[src/rtl/stb_pkg.sv]
// Shared types, constants and helpers for the store buffer.
// The entry layout is sized by the STB_AW / STB_DW defaults below.
package stb_pkg;

    localparam int STB_DEPTH = 4;
    localparam int STB_AW    = 32;
    localparam int STB_DW    = 32;
    localparam int PTR_W     = $clog2(STB_DEPTH) + 1;
    localparam int BE_W      = STB_DW / 8;

    typedef struct packed {
        logic                valid;
        logic [STB_AW-3:0]   waddr;
        logic [STB_DW-1:0]   data;
        logic [BE_W-1:0]     be;
    } stb_entry_t;

    // Word address of a byte address (drops the byte offset).
    function automatic logic [STB_AW-3:0] word_addr(input logic [STB_AW-1:0] addr);
        return addr[STB_AW-1:2];
    endfunction

endpackage

[src/rtl/store_buffer_if.sv]
// Core-side and memory-side signals of the store buffer.
// slave: the store buffer itself; master: the MEM stage plus data memory.
interface store_buffer_if #(
    parameter int AW = 32,
    parameter int DW = 32
);
    logic            cpu_we;
    logic            cpu_re;
    logic [AW-1:0]   cpu_addr;
    logic [DW-1:0]   cpu_wdata;
    logic [DW/8-1:0] cpu_be;
    logic            cpu_fence;
    logic [DW-1:0]   cpu_rdata;
    logic            stall_o;
    logic [AW-1:0]   mem_raddr;
    logic [DW-1:0]   mem_rdata;
    logic            mem_wvalid;
    logic            mem_wready;
    logic [AW-1:0]   mem_waddr;
    logic [DW-1:0]   mem_wdata;
    logic [DW/8-1:0] mem_wbe;

    modport slave (
        input  cpu_we, cpu_re, cpu_addr, cpu_wdata, cpu_be, cpu_fence,
        input  mem_rdata, mem_wready,
        output cpu_rdata, stall_o, mem_raddr,
        output mem_wvalid, mem_waddr, mem_wdata, mem_wbe
    );

    modport master (
        output cpu_we, cpu_re, cpu_addr, cpu_wdata, cpu_be, cpu_fence,
        output mem_rdata, mem_wready,
        input  cpu_rdata, stall_o, mem_raddr,
        input  mem_wvalid, mem_waddr, mem_wdata, mem_wbe
    );

endinterface

[src/rtl/store_buffer_match.sv]
// stb_match: load-address lookup against the buffered stores.
// Reports a hit and, when STB_FWD_EN is defined, the youngest matching
// entry and whether it covers the full word (fwd_ok).
module stb_match
    import stb_pkg::*;
#(
    parameter int DEPTH = STB_DEPTH
) (
    input  stb_entry_t               entries [DEPTH],
    input  logic [$clog2(DEPTH):0]   wr_ptr,
    input  logic [$clog2(DEPTH):0]   rd_ptr,
    input  logic [STB_AW-3:0]        load_waddr,
    output logic                     hit,
`ifdef STB_FWD_EN
    output logic [$clog2(DEPTH)-1:0] match_idx,
`endif
    output logic                     fwd_ok
);

    localparam int IW = $clog2(DEPTH);

    logic [IW:0]   count;
    logic [IW-1:0] idx;
`ifdef STB_FWD_EN
    logic [IW-1:0] youngest;
`endif

    assign count = wr_ptr - rd_ptr;

    // Walk from the newest entry (wr_ptr-1) back towards the head; first match wins.
    always_comb begin
        hit = 1'b0;
        idx = '0;
`ifdef STB_FWD_EN
        youngest = '0;
`endif
        for (int unsigned k = 1; k <= DEPTH; k++) begin
            idx = wr_ptr[IW-1:0] - IW'(k);
            if (!hit && (k <= 32'(count)) && entries[idx].valid &&
                (entries[idx].waddr == load_waddr)) begin
                hit = 1'b1;
`ifdef STB_FWD_EN
                youngest = idx;
`endif
            end
        end
    end

`ifdef STB_FWD_EN
    assign match_idx = youngest;
    assign fwd_ok    = hit & (&entries[youngest].be);
`else
    assign fwd_ok    = 1'b0;
`endif

endmodule

[src/rtl/store_buffer.sv]
// store_buffer: posted-write FIFO between the MEM stage and data memory.
// Stores enqueue in one cycle and drain in order over a valid/ready port;
// loads read memory directly and stall on a buffered-address hazard.
// Optional macro STB_FWD_EN: forward full-word data from the youngest match.
module store_buffer
    import stb_pkg::*;
#(
    parameter int DEPTH = STB_DEPTH,
    parameter int AW    = STB_AW,
    parameter int DW    = STB_DW
) (
    input  logic          clk,
    input  logic          reset,
    store_buffer_if.slave bus
);

    localparam int IW = $clog2(DEPTH);

    stb_entry_t    entries [DEPTH];
    logic [IW:0]   wr_ptr;
    logic [IW:0]   rd_ptr;
    stb_entry_t    head;
    logic [AW-1:0] head_addr;
    logic [DW-1:0] head_data;
    logic          empty;
    logic          full;
    logic          push;
    logic          pop;
    logic          hit;
    logic          load_hit;
    logic          fwd_ok;
`ifdef STB_FWD_EN
    logic [IW-1:0] match_idx;
`endif

    stb_match #(.DEPTH(DEPTH)) u_match (
        .entries    (entries),
        .wr_ptr     (wr_ptr),
        .rd_ptr     (rd_ptr),
        .load_waddr (word_addr(bus.cpu_addr)),
        .hit        (hit),
`ifdef STB_FWD_EN
        .match_idx  (match_idx),
`endif
        .fwd_ok     (fwd_ok)
    );

    assign empty    = (wr_ptr == rd_ptr);
    assign full     = (wr_ptr[IW] != rd_ptr[IW]) && (wr_ptr[IW-1:0] == rd_ptr[IW-1:0]);
    assign load_hit = bus.cpu_re & hit;

    // Full is judged on registered state, so a same-cycle pop does not admit a store.
    assign bus.stall_o = (bus.cpu_we & full) | (load_hit & ~fwd_ok) | (bus.cpu_fence & ~empty);

    assign push = bus.cpu_we & ~bus.stall_o;
    assign pop  = ~empty & bus.mem_wready;

    assign head      = entries[rd_ptr[IW-1:0]];
    assign head_addr = AW'({head.waddr, 2'b00});
    assign head_data = head.data;

    assign bus.mem_raddr  = bus.cpu_addr;
    assign bus.mem_wvalid = ~empty;
    assign bus.mem_waddr  = empty ? '0 : head_addr;
    assign bus.mem_wdata  = empty ? '0 : head_data;
    assign bus.mem_wbe    = empty ? '0 : head.be;

`ifdef STB_FWD_EN
    assign bus.cpu_rdata = (load_hit & fwd_ok) ? entries[match_idx].data : bus.mem_rdata;
`else
    assign bus.cpu_rdata = bus.mem_rdata;
`endif

    // FIFO state: enqueue at the tail, retire the head on a write handshake.
    always_ff @(posedge clk) begin
        if (reset) begin
            wr_ptr <= '0;
            rd_ptr <= '0;
            for (int unsigned i = 0; i < DEPTH; i++) begin
                entries[i].valid <= 1'b0;
            end
        end else begin
            if (push) begin
                entries[wr_ptr[IW-1:0]] <= '{valid: 1'b1,
                                             waddr: word_addr(bus.cpu_addr),
                                             data:  bus.cpu_wdata,
                                             be:    bus.cpu_be};
                wr_ptr <= wr_ptr + 1'b1;
            end
            if (pop) begin
                entries[rd_ptr[IW-1:0]].valid <= 1'b0;
                rd_ptr <= rd_ptr + 1'b1;
            end
        end
    end

endmodule
[src/flat_wrapper.sv]
// flat-port wrapper written by rule: the top's interface ports become plain ports
module store_buffer_flat import stb_pkg::*;
#(
    parameter int DEPTH = STB_DEPTH,
    parameter int AW    = STB_AW,
    parameter int DW    = STB_DW
)
  (clk, reset, bus_cpu_we, bus_cpu_re, bus_cpu_addr, bus_cpu_wdata, bus_cpu_be, bus_cpu_fence, bus_mem_rdata, bus_mem_wready, bus_cpu_rdata, bus_stall_o, bus_mem_raddr, bus_mem_wvalid, bus_mem_waddr, bus_mem_wdata, bus_mem_wbe);
  store_buffer_if #(.AW(AW), .DW(DW)) bus_i ();
  input  logic clk;
  input  logic reset;
  input wire logic [$bits(bus_i.cpu_we)-1:0] bus_cpu_we;
  input wire logic [$bits(bus_i.cpu_re)-1:0] bus_cpu_re;
  input wire logic [$bits(bus_i.cpu_addr)-1:0] bus_cpu_addr;
  input wire logic [$bits(bus_i.cpu_wdata)-1:0] bus_cpu_wdata;
  input wire logic [$bits(bus_i.cpu_be)-1:0] bus_cpu_be;
  input wire logic [$bits(bus_i.cpu_fence)-1:0] bus_cpu_fence;
  input wire logic [$bits(bus_i.mem_rdata)-1:0] bus_mem_rdata;
  input wire logic [$bits(bus_i.mem_wready)-1:0] bus_mem_wready;
  output wire logic [$bits(bus_i.cpu_rdata)-1:0] bus_cpu_rdata;
  output wire logic [$bits(bus_i.stall_o)-1:0] bus_stall_o;
  output wire logic [$bits(bus_i.mem_raddr)-1:0] bus_mem_raddr;
  output wire logic [$bits(bus_i.mem_wvalid)-1:0] bus_mem_wvalid;
  output wire logic [$bits(bus_i.mem_waddr)-1:0] bus_mem_waddr;
  output wire logic [$bits(bus_i.mem_wdata)-1:0] bus_mem_wdata;
  output wire logic [$bits(bus_i.mem_wbe)-1:0] bus_mem_wbe;
  assign bus_i.cpu_we = bus_cpu_we;
  assign bus_i.cpu_re = bus_cpu_re;
  assign bus_i.cpu_addr = bus_cpu_addr;
  assign bus_i.cpu_wdata = bus_cpu_wdata;
  assign bus_i.cpu_be = bus_cpu_be;
  assign bus_i.cpu_fence = bus_cpu_fence;
  assign bus_i.mem_rdata = bus_mem_rdata;
  assign bus_i.mem_wready = bus_mem_wready;
  assign bus_cpu_rdata = bus_i.cpu_rdata;
  assign bus_stall_o = bus_i.stall_o;
  assign bus_mem_raddr = bus_i.mem_raddr;
  assign bus_mem_wvalid = bus_i.mem_wvalid;
  assign bus_mem_waddr = bus_i.mem_waddr;
  assign bus_mem_wdata = bus_i.mem_wdata;
  assign bus_mem_wbe = bus_i.mem_wbe;
  store_buffer #(.DEPTH(DEPTH), .AW(AW), .DW(DW)) u_core (.clk(clk), .reset(reset), .bus(bus_i));
endmodule
[config.mk]
export PLATFORM = sky130hd
export DESIGN_NAME = store_buffer_flat
export DESIGN_NICKNAME = d
export VERILOG_FILES = /design/src/rtl/stb_pkg.sv /design/src/rtl/store_buffer_if.sv /design/src/rtl/store_buffer_match.sv /design/src/rtl/store_buffer.sv /design/src/flat_wrapper.sv
export SDC_FILE = /design/constraint.sdc
export NUM_CORES = 1
export LEC_CHECK = 0
export BUFFER_PORTS_ARGS = -buffer_cell sky130_fd_sc_hd__buf_2
export CAP_MARGIN = 10
export CELL_PAD_IN_SITES_DETAIL_PLACEMENT = 0
export CELL_PAD_IN_SITES_GLOBAL_PLACEMENT = 1
export CORE_MARGIN = 2
export CORE_UTILIZATION = 49
export DETAILED_ROUTE_END_ITERATION = 6
export PLACE_DENSITY = 0.81
export SLEW_MARGIN = 20
export SYNTH_ARGS = -nofsm -noshare
export SYNTH_HDL_FRONTEND = slang
export SYNTH_HIERARCHICAL = 1
export SYNTH_SLANG_ARGS = --single-unit
export TNS_END_PERCENT = 30
[constraint.sdc]
create_clock -name clk -period 7 [get_ports clk]
set_input_delay 1.05 -clock clk [delete_from_list [all_inputs] [get_ports clk]]
set_output_delay 1.05 -clock clk [all_outputs]
set_load 0.005 [all_outputs]
; Yosys cells after proc, flatten, opt, wreduce, memory -nomap -nowiden
; Cells that the tools add are included.
[totals]
regBits = 274
latch_bits = 0
mem_bits_rw = 0
romBits = 0
in_bits = 106
output_inout_bits = 134
wordCells = 104
memories = 0
[classes]
n_addsub = 6
n_mul = 0
n_div = 0
n_lt_le_gt_ge = 11
eq_ne = 7
shift = 0
muxes = 31
bitwise = 14
reduce_logical = 17
[op_table]
columns = cell, count
row1 = 268-bit 2-to-1 mux, 3
row2 = 67-bit binary-select mux with 2-bit select, 5
row3 = 67-bit 2-to-1 mux, 10
row4 = 268-bit bitwise mux, 2
row5 = 67-bit demux with 2-bit select, 2
row6 = 66-bit 2-to-1 mux, 2
row7 = 30-bit equality test, 4
row8 = 32-bit 2-to-1 mux, 2
row9 = "3-bit >= comparator, second input constant", 5
row10 = 2-bit inverter with 3-bit output, 5
row11 = 1-bit logical AND, 14
row12 = "3-bit by 1-bit adder with 3-bit output, second input constant", 2
row13 = "2-bit by 3-bit <= comparator with 1-bit output, first input constant", 2
row14 = "3-bit by 1-bit < comparator with 1-bit output, second input constant", 2
row15 = 1-bit AND, 5
row16 = 1-bit 2-to-1 mux, 4
row17 = 4-bit 2-to-1 mux, 1
row18 = "2-bit subtractor, second input constant", 2
row19 = 3-bit equality test, 1
row20 = "1-bit by 3-bit <= comparator with 1-bit output, first input constant", 1
row21 = "3-bit <= comparator, first input constant", 1
row22 = 1-bit zero test, 3
row23 = 3-bit subtractor, 1
row24 = 2-bit equality test, 1
row25 = other kinds (4), 6

; Logic depth before layout (Yosys ltp)
[logic_depth]
depth_word = 32
mapped_depth = 18
depth_no_buf = 14

; By module
; The synthesis kept the hierarchy.
[modules_own_cells]
columns = mod, n_inst, cells_per_inst, area_per_inst_um2, seq_area_each_um2
row1 = store_buffer, 1, 555, 11073.1, 8127.8
row2 = stb_match, 1, 340, 4434.3, 0.0

; Worst setup path after synthesis
; OpenSTA, ideal clock, no wires.
[synth_timing]
path_type = register to register
startpoint = reg u_core.wr_ptr[0]
endpoint = reg with a tool-made name
setup_time_ns = 0.432
arrival_time_ns = 4.510
required_time_ns = 6.568
setup_slack_ns = 2.058
path_stages_with_launch = 19
path_buffers = 4
path_cell_list = dfxtp_1 -> buf_6 -> buf_12 -> buf_6 -> buf_4 -> inv_1 -> ha_1 -> inv_1 -> fa_1 -> xnor3_1 -> nor2_1 -> a2111o_1 -> nor4_1 -> nand4_1 -> nand4_1 -> nand3b_1 -> nand2_1 -> a21oi_4 -> and3_1
[synth_rtl]
columns = item, line_no
row1 = from (decl), store_buffer.sv:20  ; logic [IW:0] wr_ptr;
row2 = from (signal assigned), store_buffer.sv:88  ; wr_ptr <= wr_ptr + 1'b1;

; Worst setup path after layout
[layout_timing]
startpoint = reg u_core.wr_ptr[0]
endpoint = out bus_stall_o
[layout_between]
elab_chain_len = 26
word_cells_on_any_way = 55
[layout_rtl]
columns = item, line_no
row1 = 2-bit by 1-bit subtractor with 2-bit output, store_buffer_match.sv:38  ; idx = wr_ptr[IW-1:0] - IW'(k);
row2 = 2-bit inverter with 3-bit output (implied by the code), "store_buffer_match.sv:39, store_buffer_match.sv:40"
row3 = 67-bit binary-select mux with 2-bit select, "store_buffer_match.sv:39, store_buffer_match.sv:40"
row4 = 67-bit 2-to-1 mux (implied by the code) (2 in a row), store_buffer_match.sv:40  ; (entries[idx].waddr == load_waddr)) begin
row5 = 30-bit equality test / 1-bit logical AND (equally long branches), "store_buffer_match.sv:40, store_buffer_match.sv:39"
row6 = 1-bit logical AND, store_buffer_match.sv:39  ; if (!hit && (k <= 32'(count)) && entries[idx].valid &&
row7 = 1-bit 2-to-1 mux, store_buffer_match.sv:39
row8 = 1-bit zero test, store_buffer_match.sv:39
row9 = [... 5 more ...], -
row10 = 1-bit logical AND (3 in a row), store_buffer_match.sv:39
row11 = 1-bit 2-to-1 mux, store_buffer_match.sv:39
row12 = 1-bit zero test, store_buffer_match.sv:39
row13 = 1-bit logical AND (3 in a row), store_buffer_match.sv:39
row14 = 1-bit 2-to-1 mux *, store_buffer_match.sv:39
row15 = named net u_core.hit, store_buffer.sv:29  ; logic hit;
row16 = 1-bit AND *, store_buffer.sv:50  ; assign load_hit = bus.cpu_re & hit;
row17 = 1-bit bitwise OR * (2 in a row), store_buffer.sv:53  ; assign bus.stall_o = (bus.cpu_we & full) | (load_hit & ~fwd_ok) | (bus.cpu_fence & ~empty);
row18 = to (decl), flat_wrapper.sv:21  ; output wire logic [$bits(bus_i.stall_o)-1:0] bus_stall_o;
; The timed path passes the listed nets; every way through them passes the cells marked *. The select of a mux whose other input is x is not followed.

==> flow_summary.yaml <==
outcome:
  status: "complete, no violations"
layout:
  most-common-layout-cells: "sky130_fd_sc_hd__edfxtp_1 (264), sky130_fd_sc_hd__mux4_2 (176), sky130_fd_sc_hd__buf_2 (169), sky130_fd_sc_hd__xnor2_1 (68), sky130_fd_sc_hd__and2_1 (67)"
  num-fill-cells: 2512
  drive_gt1_share_pct: 40.6
  finalNonFillerCells: 1409
  mostFrequentLayoutCell: "sky130_fd_sc_hd__edfxtp_1"
  multiInputGateArea_sq_um: 6550
  finalNetCount: 1099
  area_delta_synth_final_pct: 10.0
  seqCellArea_sq_um: 8140
clock_tree:
  cts_max_level: 1
  worstSkewPairLatency_ns: 0.55
  cts.root.buffer_cell: "sky130_fd_sc_hd__clkbuf_16"
  postCtsSetupRepairBufs: 0
  cts_sinks: 274
  clock_buffer_depth: 3
  cts_inserted_buffers: 28
  postCtsHoldBufs: 0
  clk_transition_reported_paths_ns: 0.06
  post_cts_resized: 0
  tritoncts: "done"
yosys:
  post_synth_inst_count: 895
  synth-edff-count: 264
  synthDistinctLibCells: 47
  avgSynthCellArea_sq_um: 17.3
  yosys_register_bits: 274
  yosys_warn_count: 6
  asr_flop_ratio_synth_pct: 0
  synth-seq-area-share_pct: 52.4
  dominantRegCellSynth: "sky130_fd_sc_hd__edfxtp_1"
  mappedNetlistArea_sq_um: 15500
worst_setup_path:
  end_kind: "output pin"
  path_common_cell: "sky130_fd_sc_hd__nand4_1"
  timing_worst_setup_path_type: "flip-flop to output pin"
  r2r_start: "u_core/wr_ptr[0]"
  crit_path_start_kind: "flip-flop"
  critical_path.cell_chain: "buf_4 > mux4_2 > xor2_1 > a2111oi_0 > nand4_1 > or4_1 > nand4_1 > nand3b_1 > nand2_1 > buf_2"
  cp_max_fo: 57
  worst-r2r-cell-count: 12
  critical_path_required_ns: 5.95
  critical_path_top_delay_cell: "sky130_fd_sc_hd__dfxtp_4"
  cpPeakStageDelay_ns: 0.88
  crit_arrival_ns: 4.68
  setup.reg_to_reg.worst_slack_ns: 1.89
placement:
  dp.cells: 1351
  port-buffer-count: 169
  place.gp.congestion: 0.786
  dp.final_hpwl_um: 21600
grt:
  grt_pass1_vias: 8598
  grt_antenna_before_repair: 5
  largest_net_degree_at_the_start_of_global_routing: 86
  wire_length_of_the_first_global_routing_pass_um: 52200
  grt_overflow_total: 0
  overall_track_demand_over_capacity_in_global_routing_pct: 20.7
routing:
  routed_wl_um: 34100
  antenna_violating_nets_post_route: 0
  detailedRoute.firstPassIterationCount: 5
  drtIter0Drc: 751
  routed_wire_per_std_cell_um: 24.2
  via_count: 8643
  vias_per_cell: 6.13
  drc_errors: 0
floorplan:
  chipHeight_um: 182
  die_x_um: 182
  fp-row-count: 65
  die_area_sq_um: 33100
  initial_utilization_pct: 49.4
  core_area_sq_um: 31400
  io_pins: 240
sta:
  timing.setup.tns_ns: 0
  whs_ns: 0.530
  grt_setup_unrepaired: "no"
  fmaxAchievable_mhz: 175
  final_hold_viol_count: 0
  number_of_max_slew_violations_in_the_final_report: 0
  slew_headroom_pct: 46.0
  post-route-min-period_ns: 5.73
  timing.final.crit_share_pct: 81.8
  setup_viol: 0
  final.setup_skew_ns: 0.0111
  worst_slew_pin_slew_ns: 0.810
min_path:
  timing.hold.worst_endpoint: "u_core/entries[133]"
  worst_hold_startpoint: "u_core/entries[133]"
  min-delay-path-class: "flip-flop to flip-flop"
  hold_depth: 1
pwr:
  power.total_mw: 5.82
  power.density_nw_per_um2: 341
  power.ir.vdd_worst_mv: 0.247
  power.static_leakage_nw: 5.57
flow_run:
  cap_violations: 0
-- through the flow --
stage / setup slack [ns] / utilization, % / instance area (sq um)
after global routing: 0.820 / 54.3 / 17100
after CTS: 1.17 / 54.0 / 17000
after global placement: 1.73 / 51.4 / 16100
after detailed placement: 1.76 / 51.4 / 16100
final: 1.27 / 54.3 / 17100
after floorplan: 2.06 / - / 15500
-- worst max-delay path, delay by kind of cell (launching register included) --
| kind | cells | cell delay [ns] |
|---|---|---|
| compound gates | 1 | 0.66 |
| xor+xnor | 1 | 0.16 |
| buf+inv | 2 | 0.69 |
| flops | 1 | 0.88 |
| mux | 1 | 0.58 |
| simple gates | 5 | 1.13 |
-- cell usage after synthesis (all sizes together), types with 2 or more instances --
| library cell | number | share of area (%) |
|---|---|---|
| nor4 | 15 | 0.65 |
| nor2 | 12 | 0.29 |
| a21oi | 2 | 0.14 |
| xor2 | 58 | 3.3 |
| nand3 | 4 | 0.13 |
| a2111oi | 2 | 0.11 |
| mux2 | 3 | 0.22 |
| nand2 | 5 | 0.12 |
| ha | 9 | 0.73 |
| nor2b | 2 | 0.081 |
| and2 | 67 | 2.7 |
| inv | 8 | 0.19 |
| and3 | 4 | 0.16 |
| clkbuf | 19 | 0.48 |
| nand4 | 20 | 0.81 |
| or3 | 2 | 0.081 |
| a311oi | 3 | 0.17 |
| o21a | 3 | 0.15 |
| xnor2 | 68 | 3.8 |
| edfxtp | 264 | 51 |
| mux2i | 14 | 0.90 |
| conb | 2 | 0.048 |
| mux4 | 182 | 27 |
| dfxtp | 10 | 1.3 |
| buf | 103 | 4.8 |
-- cell families after synthesis --
kind of cell | Yosys count | synth area share (%)
AOI/OAI and AO/OA | 18 | 1.00
xor gates and xnor gates | 127 | 7.26
adders and majority gates | 10 | 0.855
buffers and inverters | 130 | 5.53
DFF | 274 | 52.4
muxes | 199 | 27.7
other | 2 | 0.0484
and+or+nand+nor | 135 | 5.20
-- per-layer routing --
| layer | share of wire (%) | global-route usage (%) | vias to the layer above |
|---|---|---|---|
| met3 | 7.2 | 4.15 | 50 |
| met5 | 0.062 | 0 | - |
| li1 | - | - | 3737 |
| met4 | 1.8 | 5.03 | 4 |
| met1 | 43 | 30.0 | 4515 |
| met2 | 48 | 32.8 | 337 |
-- where the power goes --
part	total, mW	internal [mW]	switching [mW]
Sequential	2.21	1.99	0.218
Clock	1.34	0.757	0.587
Combinational	2.27	1.20	1.07
-- worst max path at each step --
stage | startpoint | to | slack, ns | depth (start not counted)
floorplan | u_core/wr_ptr[0] | flip-flop | 2.06 | 18
global placement | u_core/wr_ptr[0] | bus_stall_o | 1.73 | 10
detailed placement | u_core/wr_ptr[0] | bus_stall_o | 1.76 | 10
CTS | u_core/wr_ptr[0] | bus_stall_o | 1.17 | 10
global route | u_core/wr_ptr[0] | bus_stall_o | 0.82 | 10
finish | u_core/wr_ptr[0] | bus_stall_o | 1.27 | 10
-- cell type report --
| type | count | area share, % |
|---|---|---|
| timing repair buffer | 179 | 5.85 |
| antenna | 3 | 0.0440 |
| sequential | 274 | 47.7 |
| clock inverter | 13 | 0.403 |
| multi-input combinational | 492 | 38.4 |
| clock buffer | 38 | 4.45 |
| inverter | 8 | 0.176 |
| tap | 402 | 2.95 |
No activity file was read; power rests on OpenSTA's default activity.
